===== config.mk =====
export PLATFORM = sky130hd
export DESIGN_NAME = ca_ctrl
export DESIGN_NICKNAME = d
export VERILOG_FILES = /design/src/rtl/ca_ctrl.sv
export SDC_FILE = /design/constraint.sdc
export NUM_CORES = 1
export LEC_CHECK = 0
export CORE_MARGIN = 2
export CORE_UTILIZATION = 25
export CTS_CLUSTER_DIAMETER = 50
export DETAILED_ROUTE_END_ITERATION = 8
export PLACE_DENSITY = 0.51
export SYNTH_ARGS = -nofsm -noshare
export SYNTH_HDL_FRONTEND = slang
export SYNTH_SLANG_ARGS = --single-unit

===== constraint.sdc =====
create_clock -name CLOCK_50 -period 6.15 [get_ports CLOCK_50]
set_clock_uncertainty 0.05 [all_clocks]
set_input_delay 0.615 -clock CLOCK_50 [delete_from_list [all_inputs] [get_ports CLOCK_50]]
set_output_delay 0.615 -clock CLOCK_50 [all_outputs]
set_load 0.05 [all_outputs]

===== src/rtl/ca_ctrl.sv =====
// -----------------------------------------------------------------------------
// ca_ctrl
// Draws a one-dimensional elementary cellular automaton on a VGA adapter. Each
// generation is one pixel row. The seed and the Wolfram rule are held in
// registers that keep their values from one run to the next.
//
// Parameters
//   CELLS   cells per generation (pixel columns), at least 9, at most 256
//   ROWS    generations per run (pixel rows), at most 128
//   DELAY   idle cycles between generations (0 = none)
//
// Ports
//   CLOCK_50    in   sole clock, rising edge
//   resetn      in   asynchronous active-low reset
//   load_init   in   capture init_state into the seed register (IDLE/DONE only)
//   init_state  in   9-bit seed pattern, centred on the row
//   load_rule   in   capture rule into the rule register (IDLE/DONE only)
//   rule        in   8-bit Wolfram rule number
//   start       in   begin a run (IDLE/DONE only)
//   x, y        out  pixel column / row
//   colour      out  3'b111 for a live cell, 3'b000 for a dead one
//   plot        out  pixel write strobe
//   busy        out  run in progress
//   done        out  run finished, held until the next start
// -----------------------------------------------------------------------------
module ca_ctrl #(
   parameter int CELLS = 160,
   parameter int ROWS  = 120,
   parameter int DELAY = 0
) (
   input  logic       CLOCK_50,
   input  logic       resetn,
   input  logic       load_init,
   input  logic [8:0] init_state,
   input  logic       load_rule,
   input  logic [7:0] rule,
   input  logic       start,
   output logic [7:0] x,
   output logic [6:0] y,
   output logic [2:0] colour,
   output logic       plot,
   output logic       busy,
   output logic       done
);

   typedef enum logic [2:0] {
      IDLE,
      DRAW,
      STEP,
      WAIT,
      DONE
   } state_t;

   // The wait counter is loaded with DELAY-1 and counts down to zero.
   localparam int         WCW       = (DELAY > 1) ? $clog2(DELAY) : 1;
   localparam logic [7:0] X_LAST    = 8'(CELLS - 1);
   localparam logic [6:0] Y_LAST    = 7'(ROWS - 1);
   localparam int         SEED_BASE = CELLS / 2 - 4;

   state_t             state_q,  state_d;
   logic [8:0]         seed_q,   seed_d;
   logic [7:0]         rule_q,   rule_d;
   logic [CELLS-1:0]   row_q,    row_d;
   logic [7:0]         x_q,      x_d;
   logic [6:0]         y_q,      y_d;
   logic [2:0]         colour_q, colour_d;
   logic               plot_q,   plot_d;
   logic               busy_q,   busy_d;
   logic               done_q,   done_d;
   logic [WCW-1:0]     wait_q,   wait_d;

   logic [8:0]         seed_src;
   logic [CELLS-1:0]   seed_row;
   logic [CELLS-1:0]   next_row;
   logic [CELLS-1:0]   row_sh;
   logic [7:0]         x_inc;

   // A load on the same edge as start must take effect for that run, so the
   // working row is built from the incoming pattern rather than the register.
   assign seed_src = load_init ? init_state : seed_q;

   // Seed bit 8 lands on cell CELLS/2-4, bit 0 on cell CELLS/2+4.
   genvar gi;
   generate
      for (gi = 0; gi < CELLS; gi++) begin : g_seed
         if (gi >= SEED_BASE && gi < SEED_BASE + 9) begin : g_in
            assign seed_row[gi] = seed_src[8 - (gi - SEED_BASE)];
         end else begin : g_out
            assign seed_row[gi] = 1'b0;
         end
      end
   endgenerate

   // Next generation, all cells in parallel; neighbours wrap around the row.
   generate
      for (gi = 0; gi < CELLS; gi++) begin : g_next
         localparam int LEFT  = (gi + CELLS - 1) % CELLS;
         localparam int RIGHT = (gi + 1) % CELLS;
         assign next_row[gi] = rule_q[{row_q[LEFT], row_q[gi], row_q[RIGHT]}];
      end
   endgenerate

   // Cell under the column about to be plotted, selected by shifting the row
   // so that any x width indexes safely.
   assign x_inc  = x_q + 8'd1;
   assign row_sh = row_q >> x_inc;

   always_comb begin
      state_d  = state_q;
      seed_d   = seed_q;
      rule_d   = rule_q;
      row_d    = row_q;
      x_d      = x_q;
      y_d      = y_q;
      colour_d = 3'b000;
      plot_d   = 1'b0;
      busy_d   = busy_q;
      done_d   = done_q;
      wait_d   = wait_q;

      case (state_q)
         IDLE, DONE: begin
            if (load_init) seed_d = init_state;
            if (load_rule) rule_d = rule;
            if (start) begin
               row_d    = seed_row;
               x_d      = 8'd0;
               y_d      = 7'd0;
               busy_d   = 1'b1;
               done_d   = 1'b0;
               plot_d   = 1'b1;
               colour_d = {3{seed_row[0]}};
               state_d  = DRAW;
            end
         end

         DRAW: begin
            if (x_q == X_LAST) begin
               if (y_q == Y_LAST) begin
                  busy_d  = 1'b0;
                  done_d  = 1'b1;
                  state_d = DONE;
               end else begin
                  state_d = STEP;
               end
            end else begin
               x_d      = x_inc;
               plot_d   = 1'b1;
               colour_d = {3{row_sh[0]}};
            end
         end

         STEP: begin
            row_d = next_row;
            x_d   = 8'd0;
            y_d   = y_q + 7'd1;
            if (DELAY == 0) begin
               // Straight back to drawing: the first pixel of the new row
               // comes from the generation being written this edge.
               plot_d   = 1'b1;
               colour_d = {3{next_row[0]}};
               state_d  = DRAW;
            end else begin
               wait_d  = WCW'(DELAY - 1);
               state_d = WAIT;
            end
         end

         WAIT: begin
            if (wait_q == '0) begin
               plot_d   = 1'b1;
               colour_d = {3{row_q[0]}};
               state_d  = DRAW;
            end else begin
               wait_d = wait_q - 1'b1;
            end
         end

         default: state_d = IDLE;
      endcase
   end

   always_ff @(posedge CLOCK_50 or negedge resetn) begin
      if (!resetn) begin
         state_q  <= IDLE;
         seed_q   <= '0;
         rule_q   <= '0;
         row_q    <= '0;
         x_q      <= '0;
         y_q      <= '0;
         colour_q <= '0;
         plot_q   <= 1'b0;
         busy_q   <= 1'b0;
         done_q   <= 1'b0;
         wait_q   <= '0;
      end else begin
         state_q  <= state_d;
         seed_q   <= seed_d;
         rule_q   <= rule_d;
         row_q    <= row_d;
         x_q      <= x_d;
         y_q      <= y_d;
         colour_q <= colour_d;
         plot_q   <= plot_d;
         busy_q   <= busy_d;
         done_q   <= done_d;
         wait_q   <= wait_d;
      end
   end

   assign x      = x_q;
   assign y      = y_q;
   assign colour = colour_q;
   assign plot   = plot_q;
   assign busy   = busy_q;
   assign done   = done_q;

endmodule


### Yosys cells after proc, flatten, opt, wreduce, memory -nomap -nowiden

Cells that the tools add are included.
Widths: inputs -> output; s select.

| word-level totals | value |
|---|---|
| output and inout port bits | 21 |
| flip-flop bits (word level) | 202 |

| operators by class | value |
|---|---|
| shifts and indexed selects | 1 |
| equal/unequal tests | 11 |
| reduce and logical (&&, ||, !) cells | 10 |
| order comparisons | 160 |
| mux-type cells | 349 |
| add/subtract/negate cells | 3 |

Operators by type and width:

| cell | number |
|---|---|
| $lt 3x4->1 const B | 160 |
| $bmux 1 s3 | 160 |
| $pmux 160 s2 | 1 |
| $mux 1 | 170 |
| $mux 160 | 1 |
| $shr 160x8->1 | 1 |
| $pmux 8 s3 | 1 |
| $mux 3 | 6 |
| $mux 8 | 2 |
| $pmux 7 s2 | 1 |
| $pmux 3 s4 | 1 |
| $ne 2x2->1 const B | 5 |
| $mux 9 | 1 |
| $pmux 3 s3 | 1 |
| $add 8x1->8 const B | 1 |
| $eq 8x8->1 const B | 1 |
| $add 7x1->7 const B | 1 |
| $eq 7x7->1 const B | 1 |
| $mux 7 | 1 |
| $eq 3x2->1 const B | 2 |
| $reduce_and 3->1 | 2 |
| $pmux 1 s2 | 2 |
| $pmux 1 s4 | 1 |
| $reduce_and 2->1 | 2 |
| 8 further kinds | 9 |

### Longest topological paths before layout

| depth | value |
|---|---|
| depth after elaboration | 4 |
| depth in mapped cells | 10 |
| depth with buffers taken out | 8 |

### Least setup slack after synthesis

No wires, ideal clock.

| path | value |
|---|---|
| path type | register to register |
| from | reg x_q[1] (netlist: x[1]) |
| to | reg colour_q[1] (netlist: colour[1]) |
| library setup time | 0.124 ns |
| slack | 3.185 ns |
| stages on the path, launching flop included | 10 |
| arrival | 2.791 ns |
| data required time | 5.976 ns |
| period minus slack after synthesis | 2.965 ns |
| cell sequence | dfrtp_1 -> ha_1 -> buf_2 -> buf_2 -> clkbuf_1 -> mux4_1 -> mux2_2 -> o2111ai_1 -> o311ai_1 -> a211o_1 |

| between the ends | value |
|---|---|
| cells in the longest elaborated chain, start to end | 4 |
| elaborated cells on any way between the ends | 5 |

Ends and longest elaborated chain:

| item | line | RTL |
|---|---|---|
| start: declaration | 64 | `logic [7:0] x_q, x_d;` |
| start signal: assignment | 189 | `x_q <= '0;` |
| start signal: assignment | 201 | `x_q <= x_d;` |
| $add 8x1->8 | 105 | `assign x_inc = x_q + 8'd1;` |
| $shr 160x8->1 | 106 | `assign row_sh = row_q >> x_inc;` |
| $mux 3 * | 138 | `if (x_q == X_LAST) begin` |
| $pmux 3 s3 * | 121 | `case (state_q)` |
| end signal: assignment | 203 | `colour_q <= colour_d;` |
| end: declaration | 66 | `logic [2:0] colour_q, colour_d;` |

Mark *: on every way between the ends. The rest lies on a longest branch, timed or not.
A chain may end at the register's enable or synchronous reset.

### Worst setup path in the final report

Same ends and word-level chain as after synthesis.

==> flow_metrics.env <==
export IMPL_start_kind="flip-flop"
export IMPL_place_hpwl_um=26300
export IMPL_cp_data_arrival_time_ps=4270
export IMPL_final_cells=2277
export IMPL_grt_pass1_vias=13390
export IMPL_syn_area_per_cell_sq_um=11.9
export IMPL_yosys_warnings=0
export IMPL_p_per_area_nw_per_um2=452
export IMPL_pin_count=43
export IMPL_worstPathRequired_ps=6490
export IMPL_hold_class="in -> async"
export IMPL_cts_sinks=199
export IMPL_synth_edf_count=0
export IMPL_synth_commonest_cells="mux4_2 (346), clkbuf_1 (309), dfrtp_1 (199)"
export IMPL_antenna_found_initial=0
export IMPL_end_kind="flip-flop"
export IMPL_grt_pass1_wl_um=83800
export IMPL_synth_top_area_cell="mux4_2"
export IMPL_ys_ff_latch=199
export IMPL_rsz0062_at_grt="false"
export IMPL_start_util_pct=25.3
export IMPL_post_route_cell_area_sq_um=20000
export IMPL_cts_tree="built"
export IMPL_drive_above_1_share_pct=33.0
export IMPL_drc=0
export IMPL_nNetsFinal=1320
export IMPL_slew_headroom_pct=21.7
export IMPL_maxCapViolCount=0
export IMPL_vias=13149
export IMPL_placed_cells=2246
export IMPL_synth_top_area_share_pct=41.2
export IMPL_clock_latency_ps=500
export IMPL_place_congestion=0.707
export IMPL_cts_htree_levels=4
export IMPL_firstDrtPassIters=4
export IMPL_synth_most_common_cell="mux4_2"
export IMPL_wire_per_inst_um=22.9
export IMPL_worstMarginPinSlew_ps=1170
export IMPL_cts_resized=0
export IMPL_tns_ps=0
export IMPL_fmax_mhz=254
export IMPL_place_area_sq_um=19300
export IMPL_status="finished clean"
export IMPL_seq_area_frac_synth_pct=26.4
export IMPL_syn_to_final_growth_pct=5.77
export IMPL_postRouteAntennaNets=0
export IMPL_grt_overflow=0
export IMPL_numPortBuffers=42
export IMPL_dieHeight_um=279
export IMPL_numCtsBuffers=17
export IMPL_syn_area_sq_um=18900
export IMPL_layout_setup_ws_ps=2220
export IMPL_postCtsHoldBufs=0
export IMPL_rows=100
export IMPL_setup_viol=0
export IMPL_grt_max_degree=174
export IMPL_antenna_cells=0
export IMPL_crit_fanout=18
export IMPL_first_iter_violations=1273
export IMPL_drt_total_wl_um=52000
export IMPL_ir_drop_uv=350
export IMPL_coreArea_sq_um=74700
export IMPL_clkTransAtPathRegs_ps=80
export IMPL_post_cts_setup_buffers=0
export IMPL_detail_route_vias_per_cell=5.77
export IMPL_synthArstFlopShare_pct=100
export IMPL_post_route_util_pct=26.8
export IMPL_fp_dieW_um=279
export IMPL_cts_buffer_depth=2
export IMPL_netlist_cell_type_count=49
export IMPL_ys_top_cells_by_area="mux4_2 (41%), dfrtp_1 (26%), mux2i_1 (9.4%)"
export IMPL_cts_root_buf="clkbuf_16"
export IMPL_p_leak_nw=6.64
export IMPL_fin_crit_sh_pct=64.0
export IMPL_hold_violations=0
export IMPL_die_area_sq_um=77800
export IMPL_synth_cells=1587
export IMPL_synthesis_nets=1611
export IMPL_fill_cells=7534
export IMPL_final_min_clock_period_ps=3930
export IMPL_place_ws_ps=2310
export IMPL_crit_type="reg -> reg"
export IMPL_ys_flop_type="dfrtp_1"
export IMPL_drv_slew=0
export IMPL_grt_use_total_pct=13.6
per-layer routing:
| metal | share of wire, % | vias up | global-route usage [%] |
|---|---|---|---|
| met3 | 7.5 | 43 | 3.38 |
| met2 | 47 | 499 | 20.4 |
| met4 | 1.4 | 0 | 3.56 |
| met5 | 0 | - | 0 |
| met1 | 44 | 7156 | 19.4 |
| li1 | - | 5451 | - |
cells by family after synthesis:
| group | synth area share (%) |
|---|---|
| muxes | 54.2 |
| buffers and inverters | 7.76 |
| and+or+nand+nor | 5.03 |
| AOI/OAI and AO/OA | 6.08 |
| DFF | 26.4 |
| xor gates and xnor gates | 0.424 |
| adders and majority gates | 0.132 |
where the power goes:
group          switching (mW)  internal, mW
clock network           0.584         0.814
logic                    2.12          2.77
registers                1.18          1.57
total                    3.88          5.15
layout make-up:
cell class / instances / area, sq um / share of cell area (%)
inverter: 3 / 11.3 / 0.0563
clock inverter: 12 / 248 / 1.24
multi-input combinational: 1013 / 12500 / 62.4
timing repair buffer: 62 / 588 / 2.94
tap: 969 / 1210 / 6.07
sequential: 199 / 5010 / 25.1
clock buffer: 19 / 443 / 2.22
sequential cells by signal, summed over array words and instances, names as in the netlist:
name     count
colour       1
y            7
state_q      3
done         1
plot         1
busy         1
x            8
seed_q       9
rule_q       8
row_q      160
critical path, stage by stage (launching register included):
cell       delay (ps)
dfrtp_1           430
ha_1             1090
buf_4             430
mux4_2            550
a2111oi_0         740
or3_1             200
o211ai_1           90
a211o_1           230
metrics by stage:
stage / power, mW / hold WS, ps
global placement: 7.53 / 440
global route: 9.57 / 227
CTS: 9.08 / 179
floorplan: 6.48 / 269
detailed placement: 7.65 / 441
finish: 9.03 / 137
path summary, 6_finish.rpt:
path                           start         to  slack, ps  depth (start not counted)
min                           resetn  row_q[58]        140                          1
min in group CLOCK_50      seed_q[2]  seed_q[2]        460                          1
max reg2reg                     x[1]  colour[1]       2220                          7
min reg2reg                seed_q[2]  seed_q[2]        460                          1
max                             x[1]  colour[1]       2220                          7
max in group asynchronous     resetn       x[0]       4410                          2
cell usage in the layout (no fill, tap or decap), drive strengths merged, types with 3 or more instances in the layout:
| cell | netlist | routed |
|---|---|---|
| nand2 | 173 | 173 |
| nor3 | 3 | 3 |
| mux4 | 363 | 363 |
| a31oi | 3 | 3 |
| nor2 | 23 | 23 |
| mux2i | 178 | 178 |
| nor4 | 3 | 3 |
| o31ai | 3 | 3 |
| o211ai | 3 | 3 |
| dfrtp | 199 | 199 |
| clkbuf | 309 | 19 |
| o21ai | 94 | 94 |
| and2 | 3 | 3 |
| xor2 | 4 | 4 |
| inv | 3 | 4 |
| nand4 | 3 | 3 |
| clkdlybuf4s50 | 0 | 41 |
| buf | 63 | 21 |
| nor2b | 4 | 4 |
| a21oi | 84 | 84 |
| nand2b | 4 | 4 |
| nand3 | 10 | 10 |
| xnor2 | 3 | 3 |
| bufinv | 0 | 7 |
| mux2 | 20 | 20 |
| a211oi | 9 | 9 |
Note: power is estimated with default switching activity, not from simulation.
